`config.mk`:
```
export PLATFORM = sky130hd
export DESIGN_NAME = adc_conv_ctrl
export DESIGN_NICKNAME = d
export VERILOG_FILES = /design/src/rtl/adc_conv_ctrl.sv
export SDC_FILE = /design/constraint.sdc
export NUM_CORES = 1
export LEC_CHECK = 0
export CAP_MARGIN = 20
export CELL_PAD_IN_SITES_DETAIL_PLACEMENT = 1
export CELL_PAD_IN_SITES_GLOBAL_PLACEMENT = 1
export CORE_ASPECT_RATIO = 0.6
export CORE_UTILIZATION = 48
export DETAILED_ROUTE_END_ITERATION = 10
export HOLD_SLACK_MARGIN = 0.08
export PLACE_DENSITY_LB_ADDON = 0.1
export SLEW_MARGIN = 20
export SYNTH_ARGS = -nofsm -noshare
export SYNTH_HDL_FRONTEND = slang
export SYNTH_SLANG_ARGS = --single-unit
```
`constraint.sdc`:
```
create_clock -name clk -period 4.1 [get_ports clk]
set_clock_uncertainty 0.05 [all_clocks]
set_input_delay 1.025 -clock clk [delete_from_list [all_inputs] [get_ports clk]]
set_output_delay 1.025 -clock clk [all_outputs]
set_load 0.02 [all_outputs]
```
`src/rtl/adc_conv_ctrl.sv`:
```
// adc_conv_ctrl: periodic SAR ADC start/capture, 2**AVG_LOG2 averaging and output FIFO
module adc_conv_ctrl #(
   parameter int DATA_W     = 8,
   parameter int AVG_LOG2   = 2,
   parameter int PERIOD_W   = 16,
   parameter int FIFO_DEPTH = 4,
   parameter int TIMEOUT    = 15,
   parameter int MIN_PERIOD = 12
) (
   input  logic                clk,
   input  logic                rst_n,
   input  logic                enable,
   input  logic [PERIOD_W-1:0] period,
   input  logic                err_clr,
   output logic                adc_start,
   input  logic                adc_eoc,
   input  logic [DATA_W-1:0]   adc_dig_val,
   output logic [DATA_W-1:0]   out_data,
   output logic                out_valid,
   input  logic                out_ready,
   output logic                busy,
   output logic                overflow,
   output logic                timeout_err
);
   localparam int ACC_W = DATA_W + AVG_LOG2;
   localparam int CNT_W = AVG_LOG2 + 1;
   localparam int AW    = $clog2(FIFO_DEPTH);
   localparam logic [2:0] S_IDLE  = 3'd0;
   localparam logic [2:0] S_START = 3'd1;
   localparam logic [2:0] S_CONV  = 3'd2;
   localparam logic [2:0] S_PUSH  = 3'd3;
   localparam logic [2:0] S_WAIT  = 3'd4;

   logic [2:0]          state_q, state_d;
   logic [PERIOD_W-1:0] timer_q, timer_d, eff_q, eff_d;
   logic [ACC_W-1:0]    acc_q, acc_d;
   logic [CNT_W-1:0]    cnt_q, cnt_d;
   logic [DATA_W-1:0]   mem_q [FIFO_DEPTH];
   logic [AW-1:0]       wr_q, rd_q;
   logic [AW:0]         count_q;
   logic                ovf_q, tmo_q;
   logic                eoc_hit, tmo_hit, last, clr_acc, push, pop, full, wr_en;

   // timer_q counts cycles since the last start, so it doubles as the eoc timeout
   assign eoc_hit = state_q == S_CONV && adc_eoc;
   assign tmo_hit = state_q == S_CONV && !adc_eoc && timer_q >= PERIOD_W'(TIMEOUT - 1);
   assign last    = cnt_q == CNT_W'((1 << AVG_LOG2) - 1);
   assign clr_acc = tmo_hit || state_q == S_PUSH || (state_q == S_WAIT && !enable);
   assign push    = state_q == S_PUSH;
   assign full    = count_q == (AW + 1)'(FIFO_DEPTH);
   assign pop     = out_valid && out_ready;
   assign wr_en   = push && (!full || pop);

   always_comb begin
      state_d = state_q;
      case (state_q)
         S_IDLE:  state_d = enable ? S_START : S_IDLE;
         S_START: state_d = S_CONV;
         S_CONV:  state_d = eoc_hit ? (last ? S_PUSH : S_WAIT) : (tmo_hit ? S_WAIT : S_CONV);
         S_PUSH:  state_d = S_WAIT;
         S_WAIT:  state_d = !enable ? S_IDLE : (timer_q >= eff_q - PERIOD_W'(1)) ? S_START : S_WAIT;
         default: state_d = S_IDLE;
      endcase
   end

   always_comb begin
      timer_d = state_q == S_START ? PERIOD_W'(1) : (&timer_q ? timer_q : timer_q + PERIOD_W'(1));
      eff_d   = state_q == S_START ? (period < PERIOD_W'(MIN_PERIOD) ? PERIOD_W'(MIN_PERIOD) : period) : eff_q;
      acc_d   = clr_acc ? '0 : eoc_hit ? acc_q + ACC_W'(adc_dig_val) : acc_q;
      cnt_d   = clr_acc ? '0 : eoc_hit ? cnt_q + CNT_W'(1) : cnt_q;
   end

   always_ff @(posedge clk or negedge rst_n) begin
      if (!rst_n) begin
         state_q <= S_IDLE;
         timer_q <= '0;
         eff_q   <= '0;
         acc_q   <= '0;
         cnt_q   <= '0;
         wr_q    <= '0;
         rd_q    <= '0;
         count_q <= '0;
         ovf_q   <= 1'b0;
         tmo_q   <= 1'b0;
      end else begin
         state_q <= state_d;
         timer_q <= timer_d;
         eff_q   <= eff_d;
         acc_q   <= acc_d;
         cnt_q   <= cnt_d;
         wr_q    <= wr_q + AW'(wr_en);
         rd_q    <= rd_q + AW'(pop);
         count_q <= count_q + (AW + 1)'(wr_en) - (AW + 1)'(pop);
         ovf_q   <= (push && full && !pop) || (ovf_q && !err_clr);
         tmo_q   <= tmo_hit || (tmo_q && !err_clr);
      end
   end

   always_ff @(posedge clk) begin
      if (wr_en) mem_q[wr_q] <= DATA_W'(acc_q >> AVG_LOG2);
   end

   assign out_valid   = count_q != '0;
   assign out_data    = out_valid ? mem_q[rd_q] : '0;
   assign adc_start   = state_q == S_START;
   assign busy        = state_q != S_IDLE;
   assign overflow    = ovf_q;
   assign timeout_err = tmo_q;
endmodule
```
==> results of run 1 <==
## worst max-delay path, cell delays in order, from the launching register on
cell and delay, ns:
dfrtp_1 0.69, mux4_2 0.59, nor2b_1 0.15, clkdlybuf4s50_1 0.54
## cell families (layout without fill, tap and decap cells)
group,after synthesis,after routing,synth area share
XOR/XNOR,30,30,0.05486
flip-flops,89,89,0.4984
multiplexers,11,11,0.04389
AND/OR/NAND/NOR,174,174,0.1784
adder cells (fa/ha/maj),35,35,0.09457
AO/OA/AOI/OAI,75,75,0.1097
buffers and inverters,25,77,0.02012
## layer usage
layer / up-vias / global-route usage
li1: 1701 / -
met1: 1844 / 0.3835
met2: 79 / 0.4127
met3: 4 / 0.05697
met4: 0 / 0.05632
met5: - / 0
## final timing paths
path                          start          end
max in group asynchronous     rst_n    eff_q[15]
min in group asynchronous     rst_n   timer_q[5]
min                        cnt_q[2]     cnt_q[2]
max                         rd_q[0]  out_data[7]
max reg2reg                eff_q[3]   state_q[0]
min reg2reg                cnt_q[2]     cnt_q[2]
## layout make-up
class | instances | area (sq um) | area share
clock buffer | 11 | 246.5 | 0.04329
clock inverter | 5 | 86.33 | 0.01516
inverter | 14 | 52.55 | 0.009229
multi-input combinational | 325 | 2306 | 0.4050
sequential | 89 | 2387 | 0.4192
tap | 130 | 162.7 | 0.02857
timing repair buffer | 47 | 452.9 | 0.07954
## through the flow
| step | setup WS (ns) | cells |
|---|---|---|
| 6_report | 0.7080 | 621 |
| 5_1_grt | 0.5486 | 621 |
| 4_1_cts | 0.6255 | 621 |
| 3_5_place_dp | 0.5128 | 605 |
| 3_3_place_gp | 0.6176 | 605 |
| 2_1_floorplan | 1.081 | 439 |
## state kept, by name, summed over array words and instances, names as in the netlist
name and flops:
mem_q 32, eff_q 16, timer_q 16, acc_q 10, cnt_q 3, count_q 3, state_q 3, rd_q 2
wr_q 2, overflow 1, timeout_err 1
## synth_stat cells (7+ instances only)
master	instances	area (sq um)
nand2_1	62	232.7
dfrtp_1	57	1426
nor2_1	38	142.6
ha_1	33	412.9
edfxtp_1	32	960.9
xor2_1	18	157.7
o21ai_0	17	85.08
inv_1	14	52.55
xnor2_1	12	105.1
nor2b_1	11	68.82
a21oi_1	9	45.04
nand3_1	9	45.04
nor3_1	9	45.04
nor4_1	9	56.30
a211oi_1	8	60.06
mux4_2	8	180.2
clkbuf_1	7	26.28
## power groups by stage
stage | combinational, W | clock [W] | sequential, W
2_1_floorplan | 0.00110 | 0 | 0.00138
3_3_place_gp | 0.00143 | 0 | 0.00151
3_5_place_dp | 0.00152 | 0 | 0.00154
4_1_cts | 0.00155 | 0.000929 | 0.00153
5_1_grt | 0.00172 | 0.000962 | 0.00157
6_report | 0.00153 | 0.000916 | 0.00153
==> impl_metrics.env, run 1 <==
export IMPL_run_status="finished, final reports clean"
export IMPL_p_sw_w=0.001517
export IMPL_cp_end_kind="output pin"
export IMPL_ctsHoldBuffers=0
export IMPL_synthesis_nets=504
export IMPL_powerDensity_mw_per_mm2=697.9
export IMPL_power_frac_seq=0.384
export IMPL_crit_required_ns=3.02
export IMPL_final_util=0.6041
export IMPL_io_buffers=42
export IMPL_cts_buffers_inserted=9
export IMPL_stdcell_area_sq_mm=0.005694
export IMPL_post_route_drc_count=0
export IMPL_coreArea_sq_mm=0.009425
export IMPL_cts_tree="built"
export IMPL_cts_path_max_buffers=2
export IMPL_synth_edf_count=32
export IMPL_setup_violations=0
export IMPL_period_needed_ns=3.392
export IMPL_hpwlAfterDp_mm=9.050
export IMPL_r2r_cells=11
export IMPL_wirelength_mm=12.29
export IMPL_place_area_sq_mm=0.005361
export IMPL_tns_ns=0
export IMPL_die_width_um=131.0
export IMPL_power_internal_w=0.002457
export IMPL_die_area_sq_mm=0.01040
export IMPL_relSlewSlack=0.4520
export IMPL_ys_seq_elements=89
export IMPL_period_share=0.8273
export IMPL_area_growth_synth_to_final_pct=18.89
export IMPL_ant_nets=0
export IMPL_most_common_layout_cells="62 x nand2_1, 57 x dfrtp_1, 41 x clkdlybuf4s50_1"
export IMPL_clock_sinks=89
export IMPL_fill_cells=977
export IMPL_cts_htree_levels=3
export IMPL_overflow=0
export IMPL_via_per_inst=5.842
export IMPL_syn_avg_cell_area_sq_um=10.91
export IMPL_syn_area_sq_mm=0.004790
export IMPL_final_hold_viol_count=0
export IMPL_cp_data_arrival_time_ns=2.32
export IMPL_final_common_cell="nand2_1"
export IMPL_drv_slew=0
export IMPL_rsz0062_at_grt="false"
export IMPL_post_cts_resized=0
export IMPL_gp_congestion=0.7982
export IMPL_hold_path_class="reg2reg"
export IMPL_fin_worst_hold_slack_ns=0.4427
export IMPL_critPathKind="reg2out"
export IMPL_drtIter0Drc=177
export IMPL_vdd_ir_drop_max_uv=353.7
export IMPL_synth_ff_type="dfrtp_1"
export IMPL_drt_first_pass_iters=4
export IMPL_comb_power_share=0.385
export IMPL_tightest_slew_ns=0.8202
export IMPL_worstPathMaxFanout=9
export IMPL_pwr_share_clk=0.230
export IMPL_maxCapViolCount=0
export IMPL_synth_cell_types=53
export IMPL_met3_length_um=627
export IMPL_async_flop_share=0.6404
export IMPL_grt_pass1_vias=3826
export IMPL_wl_per_cell_um=19.78
export IMPL_startpoint_type="flop"
export IMPL_max_freq_mhz=294.8
export IMPL_vias=3628
export IMPL_grt_pass1_wl_mm=20.33
export IMPL_clk_pin_slew_worst_paths_ns=0.07
export IMPL_fp_row_count=27
export IMPL_layout_nets=551
export IMPL_initial_core_util=0.5082
export IMPL_wl_met1_mm=6.062
export IMPL_synth_cells=439
export IMPL_synth_warnings=0
export IMPL_insertedDiodeCount=0
export IMPL_p_leak_nw=2.399
export IMPL_grt_max_degree=34
export IMPL_seq_area_frac_synth=0.4984
export IMPL_power_total_w=0.003974
export IMPL_switching_share=0.3817
export IMPL_routed_top_layer="met4"
export IMPL_cts_setup_buffers=0
export IMPL_fp_dieH_um=79.38
export IMPL_wl_met2_mm=5.527
export IMPL_clock_latency_ns=0.34
export IMPL_drive_above_1_share=0.07332
export IMPL_track_usage=0.2659
export IMPL_io_pins=43
export IMPL_grt_antenna_before_repair=0
export IMPL_reg2reg_slack_ns=0.92
export IMPL_clock_root_buffer="clkbuf_16"
export IMPL_whs_path_depth=1
Power figures use the tool's default switching activity.
==> inputs of run 2 (changes only) <==
CORE_UTILIZATION = 42   (was 48)
clock period = 3 ns   (was 4.1 ns; I/O delays follow)
==> run 2 against run 1 <==
  * Routed wire length shrank 2.0%
  * Clock power grew 22%
  * Total power grew 36%
  * Worst setup slack lost 0.62 ns
  * Cell count grew 3.5%
  * Non-clock buffer count grew 13
  * First-iteration DRC count grew 5.6%
  * Critical path depth is the same
  * Sequential cell count is the same
  * Core utilization shrank 6.4 points
  * Combinational power grew 43%
  * Critical path type unchanged
  * Via count shrank 0.83%
  * Critical endpoint unchanged
==> impl_metrics.env, run 2 (synthesized netlist as in run 1, its figures left out) <==
export IMPL_run_status="finished, final reports clean"
export IMPL_cp_top_family="multiplexers"
export IMPL_grt_pass1_vias=3709
export IMPL_grt_max_degree=34
export IMPL_wirelength_mm=12.04
export IMPL_overflow=0
export IMPL_crit_path_top_delay_cell="mux4_2"
export IMPL_wl_per_cell_um=18.72
export IMPL_clock_sinks=89
export IMPL_maxCapViolCount=0
export IMPL_cp_slowest_stage_delay_ns=0.55
export IMPL_final_hold_viol_count=0
export IMPL_stdcell_area_sq_mm=0.005836
export IMPL_post_route_drc_count=0
export IMPL_timing_final_ws_setup_ns=0.08695
export IMPL_period_share=0.9710
export IMPL_largest_reg_flops=32
export IMPL_clock_root_buffer="clkbuf_16"
export IMPL_crit_required_ns=2.20
export IMPL_grt_antenna_before_repair=0
export IMPL_initial_core_util=0.4430
export IMPL_power_internal_w=0.003260
export IMPL_vias=3598
export IMPL_hpwlAfterDp_mm=8.921
export IMPL_r2r_end="state_q[0]"
export IMPL_top_regs="mem_q x32, eff_q x16, timer_q x16"
export IMPL_io_buffers=42
export IMPL_cp_data_arrival_time_ns=2.11
export IMPL_reg2reg_slack_ns=0.12
export IMPL_max_freq_mhz=343.3
export IMPL_pwr_share_clk=0.206
export IMPL_via_per_inst=5.596
export IMPL_crit_buf_inv=1
export IMPL_layout_nets=564
export IMPL_r2r_cells=9
export IMPL_powerDensity_mw_per_mm2=927.1
export IMPL_comb_power_share=0.405
export IMPL_drv_slew=0
export IMPL_power_frac_seq=0.389
export IMPL_gp_congestion=0.7849
export IMPL_worstPathMaxFanout=9
export IMPL_clk_pin_slew_worst_paths_ns=0.07
export IMPL_ant_nets=0
export IMPL_cts_buffers_inserted=9
export IMPL_p_leak_nw=2.449
export IMPL_drtIter0Drc=187
export IMPL_place_area_sq_mm=0.005463
export IMPL_die_width_um=139.9
export IMPL_fp_dieH_um=84.72
export IMPL_place_ws_ns=-0.3136
export IMPL_startpoint_type="flop"
export IMPL_fill_cells=1186
export IMPL_vdd_ir_drop_max_uv=448.7
export IMPL_area_growth_synth_to_final_pct=21.84
export IMPL_tightest_slew_ns=0.7134
export IMPL_critPathKind="reg2out"
export IMPL_switching_share=0.3974
export IMPL_p_sw_w=0.002150
export IMPL_track_usage=0.2201
export IMPL_setup_violations=0
export IMPL_multiInputGateArea_sq_mm=0.002374
export IMPL_cp_end_kind="output pin"
export IMPL_die_area_sq_mm=0.01185
export IMPL_insertedDiodeCount=0
export IMPL_fp_row_count=29
export IMPL_period_needed_ns=2.913
export IMPL_regMostFlops="mem_q"
export IMPL_drt_first_pass_iters=4
export IMPL_drive_above_1_share=0.1230
export IMPL_coreArea_sq_mm=0.01081
export IMPL_cts_path_max_buffers=2
export IMPL_cts_htree_levels=3
export IMPL_tns_ns=0
export IMPL_clock_latency_ns=0.35
export IMPL_grt_pass1_wl_mm=19.76
export IMPL_cts_tree="built"
export IMPL_hold_path_class="in2async"
export IMPL_final_common_cell="nand2_1"
export IMPL_rr_startpoint="eff_q[8]"
export IMPL_io_pins=43
export IMPL_most_common_layout_cells="62 x nand2_1, 54 x dfrtp_1, 41 x clkdlybuf4s50_1"
export IMPL_seqCellArea_sq_mm=0.002394
export IMPL_relSlewSlack=0.5244
export IMPL_cp_cell_sequence="mux4_2 -> nor2b_1 -> clkdlybuf4s50_1"
## run 2: cell count changes in the layout (fill, tap and decap cells not counted), moves of 2 or more
cell        previous run  this run
buf_4                  5        18
dfrtp_1               57        54
inv_8                  0         3
bufinv_16              2         0
clkinv_4               2         0
clkinvlp_4             0         2
dfrtp_2                0         2
nor4_4                 0         2
or3_1                  5         3
or3_4                  0         2
## run 2: through the flow
step	total power, W	util	hold slack, ns	instances
after detailed placement	0.004215	0.5052	0.4365	626
after CTS	0.005366	0.5323	0.4200	642
after floorplan	0.003387	-	0.4044	439
after global placement	0.004079	0.5052	0.4213	626
final	0.005410	0.5397	0.3998	643
after global routing	0.005789	0.5397	0.4531	643
## run 2: area by class of cell
class | instances | share of cell area
flip-flops and latches | 89 | 0.4102
multi-input cells | 325 | 0.4067
repair buffers | 60 | 0.09434
clock buffers | 9 | 0.03859
well taps | 139 | 0.02980
clock inverters | 7 | 0.01136
inverters | 14 | 0.009005
## run 2: power by group through the flow
stage               logic (W)  clock network, W  registers (W)
finish                0.00219           0.00112        0.00210
detailed placement    0.00212                 0        0.00209
global placement      0.00202                 0        0.00206
floorplan             0.00150                 0        0.00188
CTS                   0.00215           0.00115        0.00207
global route          0.00245           0.00118        0.00216
## run 2: worst max-delay path by stage
| stage | start | to | slack (ns) | cells after the start |
|---|---|---|---|---|
| 6_report | rd_q[0] | out_data[7] | 0.09 | 3 |
| 5_1_grt | eff_q[8] | state_q[2] | -0.02 | 9 |
| 4_1_cts | rd_q[0] | out_data[7] | 0.02 | 3 |
| 3_5_place_dp | out_ready | count_q[2] | -0.31 | 10 |
| 3_3_place_gp | out_ready | count_q[2] | -0.17 | 10 |
| 2_1_floorplan | out_ready | count_q[2] | 0.26 | 9 |
## run 2: routing by layer
metal	global-route usage	part of all wire	wire length [um]
met5	0	0	0
met4	0.06294	0.0060	72
met3	0.04678	0.045	538
met2	0.3186	0.43	5142
met1	0.3305	0.52	6283
## run 2: what timing repair did
item                       in CTS  in global routing
pin swaps                       0                  8
setup buffers                   0                  1
hold buffers                    0                  0
setup endpoints to repair       8                  9
resized for setup               1                 18
==> inputs of run 3 (changes only) <==
CORE_ASPECT_RATIO = not set   (was 0.6)
==> run 3 against run 2 <==
  * Clock power down 7%
  * Critical path depth up 5
  * Register-to-register slack worse by 0.05 ns
  * Cell count down 0.62%
  * Die area down 0.12%
  * First-iteration DRC count down 66%
  * Core utilization down 1.2 points
  * Sequential cell count unchanged
  * Routed wire length down 8.3%
  * Combinational power down 4%
==> impl_metrics.env, run 3 (synthesized netlist as in run 1, its figures left out) <==
export IMPL_drtIter0Drc=64
export IMPL_r2r_cells=8
export IMPL_dp_cells=622
export IMPL_coreArea_sq_mm=0.01098
export IMPL_grt_antenna_before_repair=0
export IMPL_fp_row_count=38
export IMPL_die_width_um=108.8
export IMPL_initial_core_util=0.4361
export IMPL_drt_first_pass_iters=4
export IMPL_comb_power_share=0.402
export IMPL_rr_startpoint="eff_q[8]"
export IMPL_run_status="finished, final reports clean"
export IMPL_crit_required_ns=3.17
export IMPL_cp_data_arrival_time_ns=3.10
export IMPL_insertedDiodeCount=0
export IMPL_switching_share=0.3855
export IMPL_post_route_drc_count=0
export IMPL_vdd_ir_drop_max_uv=443.0
export IMPL_cts_htree_levels=3
export IMPL_r2r_end="state_q[2]"
export IMPL_maxCapViolCount=0
export IMPL_clock_root_buffer="clkbuf_16"
export IMPL_die_area_sq_mm=0.01184
export IMPL_cts_buffers_inserted=9
export IMPL_top_regs="mem_q x32, eff_q x16, timer_q x16"
export IMPL_fill_cells=1179
export IMPL_wl_per_cell_um=17.27
export IMPL_power_internal_w=0.003210
export IMPL_hpwlAfterDp_mm=8.351
export IMPL_fin_worst_hold_slack_ns=0.3975
export IMPL_p_leak_nw=2.424
export IMPL_hold_path_class="in2async"
export IMPL_track_usage=0.2062
export IMPL_seqCellArea_sq_mm=0.002394
export IMPL_drv_slew=0
export IMPL_setup_violations=0
export IMPL_drive_above_1_share=0.1062
export IMPL_power_total_w=0.005224
export IMPL_area_growth_synth_to_final_pct=20.90
export IMPL_grt_max_degree=34
export IMPL_tightest_slew_ns=0.7437
export IMPL_fp_dieH_um=108.8
export IMPL_io_pins=43
export IMPL_final_common_cell="nand2_1"
export IMPL_regMostFlops="mem_q"
export IMPL_largest_reg_flops=32
export IMPL_most_common_layout_cells="62 x nand2_1, 54 x dfrtp_1, 41 x clkdlybuf4s50_1"
export IMPL_clk_pin_slew_worst_paths_ns=0.06
export IMPL_clock_latency_ns=0.35
export IMPL_relSlewSlack=0.5015
export IMPL_grt_pass1_vias=3749
export IMPL_cp_end_kind="flop"
export IMPL_layout_nets=559
export IMPL_pwr_share_clk=0.199
export IMPL_ctsHoldBuffers=0
export IMPL_finalNonFillerCells=639
export IMPL_cts_path_max_buffers=2
export IMPL_grt_pass1_wl_mm=18.48
export IMPL_critPathKind="reg2reg"
export IMPL_period_share=0.9762
export IMPL_final_util=0.5272
export IMPL_io_buffers=42
export IMPL_overflow=0
export IMPL_ant_nets=0
export IMPL_final_hold_viol_count=0
export IMPL_via_per_inst=5.505
export IMPL_reg2reg_slack_ns=0.07
export IMPL_period_needed_ns=2.929
export IMPL_gp_congestion=0.7867
export IMPL_vias=3518
export IMPL_max_freq_mhz=341.5
export IMPL_powerDensity_mw_per_mm2=902.1
export IMPL_clock_sinks=89
export IMPL_multiInputGateArea_sq_mm=0.002372
export IMPL_cts_tree="built"
export IMPL_startpoint_type="flop"
export IMPL_p_sw_w=0.002014
export IMPL_wirelength_mm=11.03
export IMPL_power_frac_seq=0.398
export IMPL_worstPathMaxFanout=4
## run 3: cell count changes in the layout (fill, tap and decap cells not counted), moves of 2 or more
cell and delta:
clkinvlp_4 -2, clkinv_4 +2, clkinv_1 +2, buf_4 -6, inv_8 -3
## run 3: stage by stage
step                      setup TNS [ns]  cell area (sq um)  worst slack (ns)
after floorplan                        0               4790            0.2562
after global placement           -0.1924               5439           -0.1650
after detailed placement         -0.3535               5444           -0.2393
after CTS                              0               5723           0.03304
after global routing            -0.03072               5791          -0.01712
final                                  0               5791           0.07142
## run 3: worst max-delay path, cell delays in order, from the launching register on
cell and delay, ns:
dfrtp_1 0.42, or3_4 0.43, or4_4 0.51, nor4_4 0.29, xnor2_1 0.14, ha_1 0.33
nand4_1 0.10, or3_4 0.40, o2bb2ai_1 0.13
## run 3: area by class of cell
| type | count | area share |
|---|---|---|
| timing repair buffer | 55 | 0.09075 |
| multi-input combinational | 325 | 0.4097 |
| sequential | 89 | 0.4134 |
| clock buffer | 10 | 0.03954 |
| inverter | 14 | 0.009075 |
| clock inverter | 6 | 0.007347 |
| tap | 140 | 0.03025 |
## run 3: worst max path at each step
stage                     cells after the start       from  slack [ns]           to
after floorplan                               9  out_ready        0.26   count_q[2]
after global placement                       10  out_ready       -0.16   count_q[2]
after detailed placement                     10  out_ready       -0.24   count_q[2]
after CTS                                     3    rd_q[0]        0.03  out_data[0]
after global routing                          9   eff_q[2]       -0.02   state_q[2]
final                                         8   eff_q[8]        0.07   state_q[2]
## run 3: power by group through the flow
stage,logic [W],registers (W),clock network (W)
2_1_floorplan,0.00150,0.00188,0
3_3_place_gp,0.00198,0.00203,0
3_5_place_dp,0.00207,0.00208,0
4_1_cts,0.00209,0.00206,0.00107
5_1_grt,0.00239,0.00214,0.00113
6_report,0.00210,0.00208,0.00104
## run 3: timing repair
action | CTS | global route
setup buffers | 0 | 1
resized for setup | 2 | 13
setup endpoints to repair | 9 | 11
pin swaps | 0 | 6
endpoints found under the hold margin | 0 | 0
## run 3: per-layer routing
| layer | global-route usage | routed length (um) | share of wire | vias up |
|---|---|---|---|---|
| li1 | - | - | - | 1722 |
| met1 | 0.2247 | 4512 | 0.41 | 1741 |
| met2 | 0.3897 | 6016 | 0.55 | 40 |
| met3 | 0.04065 | 272 | 0.025 | 15 |
| met4 | 0.08012 | 231 | 0.021 | 0 |
| met5 | 0 | 0 | 0 | - |
